### config.mk
export PLATFORM = sky130hd
export DESIGN_NAME = dmem_arbiter
export DESIGN_NICKNAME = d
export VERILOG_FILES = /design/src/rtl/dmem_arbiter.sv
export SDC_FILE = /design/constraint.sdc
export NUM_CORES = 1
export LEC_CHECK = 0
export CAP_MARGIN = 15
export CORE_AREA = 4 4 128 130
export DETAILED_ROUTE_END_ITERATION = 8
export DIE_AREA = 0 0 132 134
export MAX_ROUTING_LAYER = met4
export PLACE_DENSITY = 0.91
export SETUP_SLACK_MARGIN = 0.3
export SKIP_CTS_REPAIR_TIMING = 1
export SLEW_MARGIN = 20
export SYNTH_ARGS = -nofsm -noshare
export SYNTH_HDL_FRONTEND = slang
export SYNTH_SLANG_ARGS = --single-unit
### constraint.sdc
create_clock -name clk -period 5.7 [get_ports clk]
set_clock_uncertainty 0.15 [all_clocks]
set_input_delay 1.14 -clock clk [delete_from_list [all_inputs] [get_ports clk]]
set_output_delay 1.14 -clock clk [all_outputs]
set_load 0.01 [all_outputs]
### src/rtl/dmem_arbiter.sv
// dmem_arbiter: two-port arbiter/sequencer in front of the single-port data RAM.
// Port 0 = core load/store, port 1 = program loader / debug master.
// Each transaction runs IDLE -> ADDR -> DATA -> DONE, one cycle per state.
// Optional feature: define DMEM_ARB_RR_EN for round-robin tie breaking;
// without it a tie always goes to port 0. The port-1 burst lock works in both.
module dmem_arbiter #(
  parameter int AW = 32,
  parameter int DW = 32
) (
  input  logic          clk,
  input  logic          rst,
  input  logic          m0_req,
  input  logic          m0_we,
  input  logic [AW-1:0] m0_addr,
  input  logic [DW-1:0] m0_wdata,
  output logic          m0_ack,
  output logic [DW-1:0] m0_rdata,
  input  logic          m1_req,
  input  logic          m1_we,
  input  logic [AW-1:0] m1_addr,
  input  logic [DW-1:0] m1_wdata,
  input  logic          m1_lock,
  output logic          m1_ack,
  output logic [DW-1:0] m1_rdata,
  output logic          ram_we,
  output logic [AW-1:0] ram_addr,
  output logic [DW-1:0] ram_din,
  input  logic [DW-1:0] ram_dout
);

  localparam logic [1:0] S_IDLE = 2'd0;
  localparam logic [1:0] S_ADDR = 2'd1;
  localparam logic [1:0] S_DATA = 2'd2;
  localparam logic [1:0] S_DONE = 2'd3;

  logic [1:0] state;
  logic       owner;     // port that owns the current transaction
  logic       last_gnt;  // port granted most recently
  logic       cur_we;    // ram_we is cleared after ADDR, so remember the direction here
  logic       win;       // arbitration result, only meaningful in IDLE

  // Pick the winner: lock first, then a lone requester, then the tie policy.
  always_comb begin
    win = 1'b0;
    if (last_gnt && m1_lock && m1_req) begin
      win = 1'b1;
    end else if (m0_req && !m1_req) begin
      win = 1'b0;
    end else if (m1_req && !m0_req) begin
      win = 1'b1;
    end else begin
`ifdef DMEM_ARB_RR_EN
      // last_gnt resets to 1, so the first tie after reset goes to port 0.
      win = ~last_gnt;
`else
      win = 1'b0;
`endif
    end
  end

  // Sequencer: latch the winner's access, pulse ram_we for one cycle,
  // capture read data and issue a one-cycle ack to the owner.
  always_ff @(posedge clk or posedge rst) begin
    if (rst) begin
      state    <= S_IDLE;
      owner    <= 1'b0;
      last_gnt <= 1'b1;
      cur_we   <= 1'b0;
      m0_ack   <= 1'b0;
      m1_ack   <= 1'b0;
      m0_rdata <= '0;
      m1_rdata <= '0;
      ram_we   <= 1'b0;
      ram_addr <= '0;
      ram_din  <= '0;
    end else begin
      case (state)
        S_IDLE: begin
          if (m0_req || m1_req) begin
            owner    <= win;
            last_gnt <= win;
            cur_we   <= win ? m1_we : m0_we;
            ram_we   <= win ? m1_we : m0_we;
            ram_addr <= win ? m1_addr : m0_addr;
            ram_din  <= win ? m1_wdata : m0_wdata;
            state    <= S_ADDR;
          end
        end
        S_ADDR: begin
          ram_we <= 1'b0;
          state  <= S_DATA;
        end
        S_DATA: begin
          // RAM output is valid now (one cycle after the address was presented).
          if (!cur_we) begin
            if (owner) m1_rdata <= ram_dout;
            else       m0_rdata <= ram_dout;
          end
          if (owner) m1_ack <= 1'b1;
          else       m0_ack <= 1'b1;
          state <= S_DONE;
        end
        default: begin
          // DONE: requests are ignored here; a held req is seen next IDLE.
          m0_ack <= 1'b0;
          m1_ack <= 1'b0;
          state  <= S_IDLE;
        end
      endcase
    end
  end

endmodule

==> out/metrics.yaml <==
setup_viol: 0
final_antenna_net_count: 0
maxCapViolations: 0
min_path_type: "flip-flop to flip-flop"
clk_root_buffer_cell: "clkbuf_16"
die_x_um: 132
netlist_area_mm2: 0.00619
place_congestion: 0.769
vdd_ir_drop_max_v: 0.000236
grt_pass1_vias: 5706
yosys.area.top_type_share: 0.545
grt_pass1_wl_um: 30900
p_per_area_mw_per_mm2: 556
cp.arrival_ns: 3.15
grt_max_degree: 104
area_growth_pct: 58.4
fillCellCount: 1139
ys_seq_area_frac: 0.550
drive_gt1_frac: 0.184
status: "completed"
path_clk_slew_ns: 0.06
maxSlewHeadroom: 0.340
cp.required_ns: 5.86
num_vias: 5491
period_needed_ns: 2.99
fp.dieArea_mm2: 0.0177
final_cell_mix: "clkdlybuf4s50_1, dfrtp_1, nand2_1"
dp_hpwl_um: 13800
grt_overflow: 0
fin_setup_tns_ns: 0
multi_input_area_mm2: 0.00253
clock_sinks: 136
cts_made_buffers: 17
avgSynthCellArea_um2: 11.4
ys_warn_count: 0
drtIter0Drc: 213
hold_violations: 0
antenna_cells: 0
clk_latency_ns: 0.41
syn_nets: 714
fin_util: 0.648
cp_max_fo: 35
final_common_cell: "clkdlybuf4s50_1"
cts_tree: "yes"
rsz0062_at_grt: "false"
reg2reg_depth: 6
synth_cell_types: 31
cts_buffer_depth: 2
holdPathStages: 2
fin_nets: 988
yosysTopAreaCell: "dfrtp_1"
antenna_found_initial: 0
synth_area_leaders: "dfrtp_1, mux2_2, o211ai_2"
r2r_setup_slack_ns: 2.81
worst_pin_slew_ns: 0.990
end_kind: "flip-flop"
post-route-period-util: 0.525
crit_type: "input port to flip-flop"
first_pass_iters: 4
coreArea_mm2: 0.0151
num_rows: 45
wl_per_cell_um: 19.5
vias_per_cell: 5.39
drc: 0
ios: 298
die_h_um: 134
start_util: 0.409
htreeDepth: 4
synthCells: 543
wl_um: 19900
io_buffer_count: 297
leakagePower_nw: 4.02
timing.fmax_ghz: 0.334
track_usage: 0.228
seq_area_mm2: 0.00340
slew_viol_final: 0
ys_ff_latch: 136
start_kind: "input port"
## where the power goes
group | leakage (nW) | internal, W | switching (W)
logic | 2.11 | 0.00142 | 0.00120
registers | 1.63 | 0.00146 | 0.000272
clock network | 0.281 | 0.000655 | 0.000446
## final timing paths
path,start,to
worst min-delay path,ram_addr[6]$_DFFE_PP0P_,ram_addr[6]$_DFFE_PP0P_
worst max-delay path,m0_req,ram_din[10]$_DFFE_PP0P_
worst min register to register,ram_addr[6]$_DFFE_PP0P_,ram_addr[6]$_DFFE_PP0P_
worst max register to register,state[0]$_DFFE_PP0P_,ram_din[10]$_DFFE_PP0P_
min in group asynchronous,rst,m1_rdata[9]$_DFFE_PP0P_
max in group asynchronous,rst,ram_addr[1]$_DFFE_PP0P_
## critical path, cell delays in order
cell and delay [ns]:
clkdlybuf4s50_1 0.50, o21ai_4 0.79, buf_4 0.50, nand2_1 0.09, o211ai_1 0.11
## flip-flops by register name (all words and copies together), names as in the netlist
name	flops
m0_rdata	32
m1_rdata	32
ram_addr	32
ram_din	32
state	2
cur_we	1
last_gnt	1
m0_ack	1
m1_ack	1
owner	1
ram_we	1
## synth_stat cells, drive strengths merged
cell type  number
a21bo           1
a21oi           3
a22o            2
a32oi           1
and2            2
buf            35
clkbuf         15
dfrtp         135
dfstp           1
ha              4
inv             5
mux2           65
nand2         130
nand2b          1
nand3           1
nand3b          1
nand4          64
nor2            5
nor3            2
nor3b           1
o211ai         64
o21a            1
o21ai           2
o22ai           1
o32ai           1
## routing by layer
layer  GRT usage  vias to the layer above  wire length (um)
met4      0.0630                        0               291
met5           -                        -                 0
met1       0.275                     2700              8110
met2       0.375                      265              9890
li1            -                     2506                 -
met3      0.0668                       20              1600
## cells by family (layout without fill, tap and decap cells)
group,Yosys count,after routing,synth area share
mux,65,65,0.118
fa+ha+maj,4,4,0.00808
compound gates,76,76,0.124
simple gates,207,207,0.156
buf+inv,55,342,0.0446
flops,136,136,0.550
## stage by stage
| step | hold WS [ns] | instances | cell area, um2 | total power (W) | setup slack [ns] |
|---|---|---|---|---|---|
| finish | 0.336 | 1018 | 9810 | 0.00545 | 2.71 |
| detailed placement | 0.319 | 986 | 9220 | 0.00437 | 2.25 |
| global route | 0.364 | 1018 | 9810 | 0.00576 | 2.59 |
| floorplan | 0.334 | 543 | 6190 | 0.00301 | 0.772 |
| global placement | 0.315 | 986 | 9220 | 0.00428 | 2.34 |
| CTS | 0.337 | 1018 | 9810 | 0.00550 | 2.68 |
## cell type report
cell class	instances	area share
Clock inverter	14	0.0163
Multi-Input combinational cell	352	0.258
Timing Repair Buffer	305	0.309
Tap cell	188	0.0240
Inverter	5	0.00242
Clock buffer	18	0.0437
Sequential cell	136	0.347
(Power assumes the default switching activity.)
